<file path="config.mk">
export PLATFORM = sky130hd
export DESIGN_NAME = ptcalc_mul_arbiter
export DESIGN_NICKNAME = d
export VERILOG_FILES = /design/src/rtl/ptcalc_mul_pkg.sv /design/src/rtl/ptcalc_mul_pipe.sv /design/src/rtl/ptcalc_mul_arbiter.sv
export SDC_FILE = /design/constraint.sdc
export NUM_CORES = 1
export LEC_CHECK = 0
export BUFFER_PORTS_ARGS = -buffer_cell sky130_fd_sc_hd__buf_2
export CORE_ASPECT_RATIO = 1.25
export CORE_MARGIN = 2
export CORE_UTILIZATION = 40
export CTS_CLUSTER_SIZE = 8
export DETAILED_ROUTE_END_ITERATION = 8
export PLACE_DENSITY = 0.62
export REMOVE_ABC_BUFFERS = 1
export SLEW_MARGIN = 30
export SYNTH_ARGS = -nofsm -noshare
export SYNTH_HDL_FRONTEND = slang
export SYNTH_SLANG_ARGS = --single-unit
export TNS_END_PERCENT = 10
</file>
<file path="constraint.sdc">
create_clock -name ap_clk -period 15.1 [get_ports ap_clk]
set_clock_uncertainty 0.2 [all_clocks]
set_input_delay 2.265 -clock ap_clk [delete_from_list [all_inputs] [get_ports ap_clk]]
set_output_delay 2.265 -clock ap_clk [all_outputs]
set_load 0.02 [all_outputs]
</file>
<file path="src/rtl/ptcalc_mul_pkg.sv">
// Shared types, widths and the round-robin pick helper for the pT-calc multiplier arbiter.
package ptcalc_mul_pkg;

    localparam int MUL_A_W  = 24;
    localparam int MUL_B_W  = 16;
    localparam int MUL_P_W  = 42;

    // rr_pick works on a fixed-width request vector; arbiters with up to RR_MAX requesters fit
    localparam int RR_MAX   = 32;
    localparam int RR_IDX_W = 5;

    typedef logic signed [MUL_A_W-1:0] mul_a_t;
    typedef logic signed [MUL_B_W-1:0] mul_b_t;
    typedef logic signed [MUL_P_W-1:0] mul_p_t;

    typedef struct packed {
        logic                found;
        logic [RR_IDX_W-1:0] idx;
    } rr_pick_t;

    function automatic rr_pick_t rr_pick(input logic [RR_MAX-1:0]   valid,
                                         input logic [RR_IDX_W-1:0] ptr,
                                         input int unsigned         n);
        rr_pick_t    r;
        int unsigned j;
        r.found = 1'b0;
        r.idx   = '0;
        for (int unsigned k = 0; k < RR_MAX; k++) begin
            if (k < n) begin
                j = 32'(ptr) + k;
                if (j >= n) j = j - n;
                if (!r.found && valid[j]) begin
                    r.found = 1'b1;
                    r.idx   = RR_IDX_W'(j);
                end
            end
        end
        return r;
    endfunction

endpackage

</file>
<file path="src/rtl/ptcalc_mul_pipe.sv">
// Fixed-latency registered signed multiplier with a matching {id, tag} sideband.
// Only the valid chain and the output stage are reset; inner data stages load on their valid.
module ptcalc_mul_pipe
    import ptcalc_mul_pkg::*;
#(
    parameter int LAT  = 2,
    parameter int SB_W = 10
) (
    input  logic            clk,
    input  logic            rst,
    input  logic            in_valid,
    input  mul_a_t          in_a,
    input  mul_b_t          in_b,
    input  logic [SB_W-1:0] in_sb,
    output logic            out_valid,
    output mul_p_t          out_p,
    output logic [SB_W-1:0] out_sb
);

    localparam int MID = (LAT > 1) ? LAT - 1 : 1;

    logic [LAT-1:0]  r_v;
    mul_p_t          r_p  [MID];
    logic [SB_W-1:0] r_sb [MID];
    mul_p_t          r_p_out;
    logic [SB_W-1:0] r_sb_out;

    logic [LAT-1:0]  w_ld;
    mul_p_t          w_d_p  [LAT];
    logic [SB_W-1:0] w_d_sb [LAT];

    always_comb begin
        w_ld[0]   = in_valid;
        w_d_p[0]  = mul_p_t'(in_a) * mul_p_t'(in_b);
        w_d_sb[0] = in_sb;
        for (int i = 1; i < LAT; i++) begin
            w_ld[i]   = r_v[i-1];
            w_d_p[i]  = r_p[i-1];
            w_d_sb[i] = r_sb[i-1];
        end
    end

    always_ff @(posedge clk or posedge rst) begin
        if (rst) r_v <= '0;
        else     r_v <= w_ld;
    end

    always_ff @(posedge clk) begin
        for (int i = 0; i < LAT - 1; i++) begin
            if (w_ld[i]) begin
                r_p[i]  <= w_d_p[i];
                r_sb[i] <= w_d_sb[i];
            end
        end
    end

    // Output stage only loads on a valid product so the result fields hold between pulses
    always_ff @(posedge clk or posedge rst) begin
        if (rst) begin
            r_p_out  <= '0;
            r_sb_out <= '0;
        end else if (w_ld[LAT-1]) begin
            r_p_out  <= w_d_p[LAT-1];
            r_sb_out <= w_d_sb[LAT-1];
        end
    end

    assign out_valid = r_v[LAT-1];
    assign out_p     = r_p_out;
    assign out_sb    = r_sb_out;

endmodule

</file>
<file path="src/rtl/ptcalc_mul_arbiter.sv">
// Round-robin arbiter sharing one signed 24x16 multiplier among NUM_REQ pT-calc requesters.
// Define PTCALC_MUL_ARB_STATS_EN to build per-requester saturating accept counters.
module ptcalc_mul_arbiter
    import ptcalc_mul_pkg::*;
#(
    parameter int NUM_REQ = 4,
    parameter int LAT     = 2,
    parameter int TAG_W   = 8
) (
    input  logic                         ap_clk,
    input  logic                         ap_rst,
    input  logic [NUM_REQ-1:0]           req_valid,
    output logic [NUM_REQ-1:0]           req_ready,
    input  logic [NUM_REQ*MUL_A_W-1:0]   req_a,
    input  logic [NUM_REQ*MUL_B_W-1:0]   req_b,
    input  logic [NUM_REQ*TAG_W-1:0]     req_tag,
    output logic                         res_valid,
    output logic [$clog2(NUM_REQ)-1:0]   res_id,
    output logic [TAG_W-1:0]             res_tag,
    output mul_p_t                       res_p
`ifdef PTCALC_MUL_ARB_STATS_EN
    ,
    input  logic                         stat_clr,
    output logic [NUM_REQ*16-1:0]        stat_grant_cnt
`endif
);

    localparam int ID_W = $clog2(NUM_REQ);
    localparam int SB_W = ID_W + TAG_W;

    logic [ID_W-1:0]  r_ptr;
    rr_pick_t         w_pick;
    logic             w_acc;
    logic [ID_W-1:0]  w_gid;
    logic [ID_W-1:0]  w_ptr_nxt;
    mul_a_t           w_a;
    mul_b_t           w_b;
    logic [TAG_W-1:0] w_tag;

    always_comb begin
        w_pick    = rr_pick(RR_MAX'(req_valid), RR_IDX_W'(r_ptr), NUM_REQ);
        w_acc     = w_pick.found;
        w_gid     = w_pick.idx[ID_W-1:0];
        w_ptr_nxt = (w_pick.idx == RR_IDX_W'(NUM_REQ - 1)) ? '0
                                                            : ID_W'(w_pick.idx + 1'b1);
        req_ready = '0;
        if (w_acc) req_ready[w_gid] = 1'b1;
    end

    assign w_a   = req_a[w_gid*MUL_A_W +: MUL_A_W];
    assign w_b   = req_b[w_gid*MUL_B_W +: MUL_B_W];
    assign w_tag = req_tag[w_gid*TAG_W +: TAG_W];

    always_ff @(posedge ap_clk or posedge ap_rst) begin
        if (ap_rst)     r_ptr <= '0;
        else if (w_acc) r_ptr <= w_ptr_nxt;
    end

    ptcalc_mul_pipe #(
        .LAT  (LAT),
        .SB_W (SB_W)
    ) u_pipe (
        .clk       (ap_clk),
        .rst       (ap_rst),
        .in_valid  (w_acc),
        .in_a      (w_a),
        .in_b      (w_b),
        .in_sb     ({w_gid, w_tag}),
        .out_valid (res_valid),
        .out_p     (res_p),
        .out_sb    ({res_id, res_tag})
    );

`ifdef PTCALC_MUL_ARB_STATS_EN
    logic [15:0] r_cnt [NUM_REQ];

    for (genvar g = 0; g < NUM_REQ; g++) begin : g_stat
        // clear takes priority over a coincident accept
        always_ff @(posedge ap_clk or posedge ap_rst) begin
            if (ap_rst)
                r_cnt[g] <= '0;
            else if (stat_clr)
                r_cnt[g] <= '0;
            else if (w_acc && (w_gid == ID_W'(g)) && (r_cnt[g] != 16'hFFFF))
                r_cnt[g] <= r_cnt[g] + 16'd1;
        end
        assign stat_grant_cnt[g*16 +: 16] = r_cnt[g];
    end
`endif

endmodule

</file>
After elaboration in Yosys (flattened, before gate mapping)
Memories as Yosys holds them, arrays and structs flattened. A register that Yosys moved wholly into a read port is not among the register bits. Index checks and enable logic that the tools add are counted.

Output and inout port bits: 57. Memory bits (read-only): 0. Memories: 2. Bits in writable memories: 52. Flip-flop bits (word level): 4. Bits of input ports: 198. Bits in latches: 0. Word-level logic and storage cells: 57.

Div/mod/pow operators: 0. Shift operators: 3. Multiplexer cells: 22. Equality and inequality tests: 1. $lt $le $gt $ge: 10. $mul: 2. Bitwise operators: 0. $add $sub $neg: 8. Reductions and logical operators: 7.

Memory list: u_pipe.r_p (words 1, width 42, rd ports 1, clocked after Yosys merged registers in 1, write ports 1, line ptcalc_mul_pipe.sv:23) `mul_p_t r_p [MID];`; u_pipe.r_sb (words 1, width 10, rd ports 1, clocked after Yosys merged registers in 1, write ports 1, line ptcalc_mul_pipe.sv:24) `logic [SB_W-1:0] r_sb [MID];`.

Operators by type and width (count): 32-bit by 6-bit < comparator with 1-bit output (second input constant) (4); 32-bit two-way mux (4); 96-bit by 8-bit variable part select with 24-bit output (1); 64-bit by 7-bit variable part select with 16-bit output (1); 24-bit by 16-bit multiplier with 40-bit output (1); 32-bit by 6-bit variable part select with 8-bit output (1); 6-bit two-way mux (4); 1-bit binary-select mux with 5-bit select (4); 3-bit by 3-bit subtractor with 4-bit output (second input constant) (3); 3-bit greater-or-equal comparator (second input constant) (3); 1-bit two-way mux (7); 2-bit by 2-bit adder with 3-bit output (second input constant) (2); 5-bit by 2-bit == test with 1-bit output (second input constant) (1); 1-bit logical AND (4); 2-bit by 2-bit multiplier with 4-bit output (second input constant) (1); 4-bit two-way mux (1); 2-bit by 3-bit subtractor with 4-bit output (second input constant) (1); 2-bit by 1-bit adder with 3-bit output (second input constant) (1); 2-bit by 3-bit greater-or-equal comparator with 1-bit output (second input constant) (1); 1-bit logical NOT (3); 2-bit by 3-bit < comparator with 1-bit output (second input constant) (1); 2-bit by 1-bit adder with 2-bit output (second input constant) (1); 1-bit demux with 2-bit select (1); 2-bit by 1-bit greater-or-equal comparator with 1-bit output (second input constant) (1); 2-bit two-way mux (1).

Logic depth before layout (Yosys ltp)
Gate-level depths: netlist (run 1).

Word-level depth: 19. Depth in mapped cells: 36. Mapped depth without buffers: 31.

Modules after synthesis
A second synthesis (run 1) with hierarchy kept.

Cell total of the unflattened synthesis: 1828. Area total of the unflattened synthesis: 18858.1 sq um.

Modules (own cells, without submodules): ptcalc_mul_pipe (cells an instance 1717, times used 1, area an instance 17167.7 sq um); ptcalc_mul_arbiter (cells an instance 111, times used 1, area an instance 1690.4 sq um).

Worst setup path before layout (run 1)
No wires, ideal clock.

Path type: input to register. Start: in req_valid[1]. End: mem u_pipe.r_p[0][32] in the netlist's numbering, data pin. Arrival time: 9.247 ns. Path slack: 5.446 ns. Path buffers: 4. Stages on the path: 32. Library setup time: 0.207 ns. Path through: mux4_2 -> nand3b_1 -> a21oi_1 -> nand2_1 -> o21ai_4 -> inv_2 -> buf_4 -> buf_4 -> mux2i_1 -> buf_2 -> nand2_1 -> fa_1 -> inv_1 -> fa_1 -> inv_1 -> fa_1 -> inv_1 -> fa_1 -> fa_1 -> inv_1 -> fa_1 -> inv_1 -> ha_1 -> clkbuf_1 -> nand2_1 -> o211ai_1 -> a221oi_1 -> and2_1 -> nand2_1 -> a21oi_1 -> o21ai_0 -> a2111oi_0.

RTL lines: start: declaration (line ptcalc_mul_arbiter.sv:12) `input logic [NUM_REQ-1:0] req_valid,`; end: declaration (line ptcalc_mul_pipe.sv:23).

==> impl_metrics.tcl, run 1 <==
set metrics [dict create \
    status "finished clean" \
    grt_pass1_wl_microns 85800 \
    ys.flop_type "dfrtp_1" \
    postCtsSetupBuffers 0 \
    slowest_stage "mux2i_4" \
    final_hold_viol_count 0 \
    period_needed_ns 11.48 \
    syn-cell-area_sq_um 19600 \
    cts_tree "built" \
    drc_errors 0 \
    async_reset_ff_share_pct 51.9 \
    dp_hpwl_microns 43000 \
    drive_above_1_share_pct 18.3 \
    final_nets 2892 \
    worstMarginPinSlew_ns 0.939 \
    crit_fanout 37 \
    ctsHoldBuffers 0 \
    wl_microns 52800 \
    synthAdderAreaFrac_pct 44.9 \
    post_synth_mux_area_share_pct 12.0 \
    place.gp.congestion 0.901 \
    n_antenna_cell 0 \
    ys_ff_latch 104 \
    synthCells 2010 \
    antenna_found_initial 0 \
    viasPerCell 5.06 \
    instances_no_fill 2863 \
    cp_top_family "adder cells" \
    synth-seq-area-share_pct 14.5 \
    setup_viol 0 \
    maxCapViolCount 0 \
    syn2layout_area_growth_pct 10.5 \
    numCtsBuffers 9 \
    worstPathRequired_ns 14.99 \
    start_kind "input port" \
    die_h_microns 252 \
    vias 14500 \
    ant_nets 0 \
    die_x_microns 202 \
    grt-ovfl-total 0 \
    synth-edff-count 50 \
    synth_xor_area_share_pct 1.74 \
    wl_per_cell_microns 18.4 \
    cp_common_cell "fa_1" \
    rsz0062_at_grt "no" \
    rows 90 \
    cts_buffer_depth 2 \
    max_freq_ghz 0.0871 \
    core_sq_um 48300 \
    slew_headroom_pct 36.2 \
    synth-compound-area-share_pct 4.27 \
    cts_num_sinks 104 \
    holdCritPathClass "reg2reg" \
    cts_resized 0 \
    num_io_pins 255 \
    h-tree-depth 3 \
    cts-root-buf "clkbuf_16" \
    dp_cells 2847 \
    arrival_ns 11.36 \
    portBuffers 254 \
    initial_core_util_pct 40.6 \
    grt_use_total_pct 21.8 \
    cp-end-kind "flip-flop" \
    drv_slew 0 \
    nFillCells 4690 \
    synth_warnings 0 \
    synthSimpleGateAreaFrac_pct 11.2 \
    worst_skew_pair.late_latency_ns 0.35 \
    synth_cell_types 57 \
    dieArea_sq_um 50800 \
    crit_type "in2reg" \
    synth_top_family_by_area "adder cells" \
    drtPass1Iterations 5 \
    cp_slowest_stage_delay_ns 0.90 \
    grt_max_degree 81 \
    drt_iter0_drc 705 \
    cts.clk_slew.worst_paths_ns 0.08 \
    crit_buf_inv 8 \
    avgSynthCellArea_sq_um 9.76 \
    grt_pass1_vias 16400 \
    fin_crit_sh_pct 76.0 \
]
routing by layer:
| layer | up-vias | part of all wire (%) | GRT usage, % |
|---|---|---|---|
| li1 | 6532 | - | - |
| met1 | 7438 | 35 | 22.8 |
| met2 | 405 | 57 | 43.8 |
| met3 | 100 | 4.3 | 2.44 |
| met4 | 0 | 4.4 | 8.68 |
| met5 | - | 0 | 0 |
area by class of cell:
class	count	area, sq um	share of cell area (%)
clock buffer	9	225	1.04
clock inverter	7	86.3	0.398
inverter	458	1720	7.94
multi-input combinational	1373	14600	67.3
sequential	104	2860	13.2
tap	644	806	3.72
timing repair buffer	268	1390	6.40
cell families after synthesis:
kind of cell | count (synthesis)
buffers and inverters | 533
and+or+nand+nor | 519
adders and majority gates | 480
muxes | 204
AOI/OAI and AO/OA | 131
DFF | 104
xor gates and xnor gates | 39
path summary, 6_finish.rpt:
kind	from	end	slack [ns]	cells past startpoint
min in group asynchronous	ap_rst	u_pipe.out_sb[9]$_DFFE_PP0P_	1.91	3
max in group asynchronous	ap_rst	u_pipe.r_v[0]$_DFF_PP0_	12.22	3
hold reg to reg	u_pipe.r_p[0][28]$_DFFE_PP_	u_pipe.out_p[28]$_DFFE_PP0P_	0.27	1
hold / removal	u_pipe.r_p[0][28]$_DFFE_PP_	u_pipe.out_p[28]$_DFFE_PP0P_	0.27	1
setup reg to reg	r_ptr[0]$_DFFE_PP0P_	u_pipe.r_p[0][40]$_DFFE_PP_	4.60	31
setup / recovery	req_valid[2]	u_pipe.r_p[0][40]$_DFFE_PP_	3.62	30
sequential cells by signal, summed over array words and instances (netlist names):
register	cells
r_ptr	2
u_pipe.out_p	40
u_pipe.out_sb	10
u_pipe.r_p	40
u_pipe.r_sb	10
u_pipe.r_v	2
stage by stage:
stage	hold WS [ns]	worst slack [ns]	cell area, sq um	util, %	setup TNS [ns]
4_1_cts	0.270	3.61	21700	44.9	0
2_1_floorplan	0.254	-0.343	19100	-	-1.13
5_1_grt	0.294	2.84	21700	44.9	0
3_3_place_gp	0.257	3.47	21300	44.1	0
6_report	0.271	3.62	21700	44.9	0
3_5_place_dp	0.262	3.24	21400	44.2	0
cell usage after synthesis, types with 10 or more instances:
master    number  share of area (%)
buf_4         16               0.61
nor2b_1       19               0.61
a211oi_1      12               0.46
a21oi_1       41                1.0
a31oi_1       13               0.41
fa_1         374                 38
inv_1        456                8.7
ha_1         106                6.8
nand2b_1      18               0.57
a21o_1        14               0.54
xnor2_1       29                1.3
mux2i_1       96                4.9
edfxtp_1      50                7.7
dfrtp_1       54                6.9
buf_2         33               0.84
nand2_1      253                4.8
nor2_1       164                3.1
and2_1        36                1.1
o21ai_0       21               0.54
clkbuf_1      13               0.25
mux2i_2       15                1.1
mux2_2        80                4.6
xor2_1        10               0.45
placed cells by master, fill, tap and decap left out, types with 7 or more instances in the layout:
cell	instances
mux2i_4	13
a21o_1	14
buf_4	13
and2_1	36
mux2i_1	92
nand2b_1	18
xor2_1	10
ha_1	106
nand2_1	253
nor2b_1	19
xnor2_1	29
a211oi_1	12
inv_1	455
dfrtp_1	53
a21oi_1	41
a31oi_1	13
fa_1	374
nand3_1	7
clkbuf_16	9
edfxtp_1	50
mux2i_2	15
buf_2	254
mux2_2	80
nor2_1	164
o21ai_0	21
Power of run 1 is not shown: default switching activity piles up to over one toggle a cycle in this logic, so the estimate is an artifact.
==> run 2: changes to the inputs <==
clock period = 11.3 ns   (was 15.1 ns; I/O delays follow)
==> impl_metrics.tcl, run 2 (synthesis gave the netlist of run 1 again) <==
set metrics [dict create \
    crit_fanout 32 \
    grt_pass1_vias 16300 \
    cp_slowest_stage_delay_ns 0.65 \
    n_antenna_cell 0 \
    slew_headroom_pct 35.9 \
    ant_nets 0 \
    r2r_slack_ns 1.42 \
    nFillCells 4669 \
    final_hold_viol_count 0 \
    rows 90 \
    mostFrequentLayoutCell "inv_1" \
    utilization_pct 45.2 \
    antenna_found_initial 0 \
    postCtsSetupBuffers 0 \
    holdWs_ns 0.267 \
    layout_common_cells "inv_1 (455), fa_1 (374), buf_2 (254)" \
    syn2layout_area_growth_pct 11.2 \
    dieArea_sq_um 50800 \
    multiInputGateArea_sq_um 14600 \
    final_nets 2916 \
    cts_buffer_depth 2 \
    slowest_stage "mux2i_2" \
    max_freq_ghz 0.0973 \
    arrival_ns 10.15 \
    cts-root-buf "clkbuf_16" \
    grt-ovfl-total 0 \
    start_kind "input port" \
    num_io_pins 255 \
    cp_common_cell "fa_1" \
    status "finished clean" \
    grt_pass1_wl_microns 86100 \
    grt_use_total_pct 22.0 \
    dp_hpwl_microns 45100 \
    cts_tree "built" \
    drt_iter0_drc 743 \
    setup_viol 0 \
    dpl_worst_slack_ns 0.630 \
    worst_skew_pair.late_latency_ns 0.35 \
    crit_type "in2reg" \
    numCtsBuffers 9 \
    holdCritPathClass "reg2reg" \
    initial_core_util_pct 40.6 \
    die_h_microns 252 \
    die_x_microns 202 \
    period_needed_ns 10.28 \
    worstPathRequired_ns 11.18 \
    instances_no_fill 2887 \
    maxCapViolCount 0 \
    core_sq_um 48300 \
    wl_per_cell_microns 18.5 \
    drive_above_1_share_pct 18.9 \
    wl_microns 53500 \
    place.gp.congestion 0.921 \
    vias 14500 \
    cp-end-kind "flip-flop" \
    drv_slew 0 \
    h-tree-depth 3 \
    cts.clk_slew.worst_paths_ns 0.08 \
    portBuffers 254 \
    ctsHoldBuffers 0 \
    drc_errors 0 \
    drtPass1Iterations 7 \
    fin_crit_sh_pct 90.9 \
    setup_ws_ns 1.03 \
    rsz0062_at_grt "no" \
    viasPerCell 5.02 \
    cts_resized 0 \
    cts_num_sinks 104 \
    worstMarginPinSlew_ns 0.942 \
    seqCellArea_sq_um 2850 \
    grt_max_degree 72 \
    dp_cells 2871 \
]
[run 2: changes by cell type in the layout (fill, tap and decap cells not counted), sizes merged]
cell / delta
clkinv: -1
buf: +24
inv: +1
[run 2: layout make-up]
| cell class | instances | share of cell area, % |
|---|---|---|
| Timing Repair Buffer | 292 | 7.25 |
| Clock inverter | 7 | 0.361 |
| Clock buffer | 9 | 1.03 |
| Multi-Input combinational cell | 1373 | 66.7 |
| Inverter | 458 | 7.89 |
| Sequential cell | 104 | 13.1 |
| Tap cell | 644 | 3.69 |
[run 2: final timing paths]
check	start	to	depth (start not counted)
max in group asynchronous	ap_rst	u_pipe.r_v[0]$_DFF_PP0_	3
worst min register to register	u_pipe.r_p[0][37]$_DFFE_PP_	u_pipe.out_p[37]$_DFFE_PP0P_	1
worst max register to register	r_ptr[0]$_DFFE_PP0P_	u_pipe.r_p[0][40]$_DFFE_PP_	30
min in group asynchronous	ap_rst	u_pipe.out_p[34]$_DFFE_PP0P_	3
worst max-delay path	req_valid[2]	u_pipe.r_p[0][40]$_DFFE_PP_	29
worst min-delay path	u_pipe.r_p[0][37]$_DFFE_PP_	u_pipe.out_p[37]$_DFFE_PP0P_	1
[run 2: worst max-delay path, delay by kind of cell]
kind                     cells  cell delay (ns)
adder cells (fa/ha/maj)      7             3.42
multiplexers                 3             1.36
buffers and inverters        8             0.99
AO/OA/AOI/OAI                8             2.03
AND/OR/NAND/NOR              3             0.61
[run 2: layer usage]
metal	track usage, %	vias up	wire length (microns)
li1	-	6572	-
met1	23.5	7418	19000
met3	2.21	108	2220
met5	0	-	0
met2	43.1	396	29400
met4	10.3	0	2930
[run 2: stage by stage]
step / setup TNS [ns] / cell area (sq um)
CTS: 0 / 21800
global route: 0 / 21800
global placement: 0 / 21500
floorplan: -98.91 / 19100
detailed placement: 0 / 21500
finish: 0 / 21800
Power of run 2 is left out for the same reason.
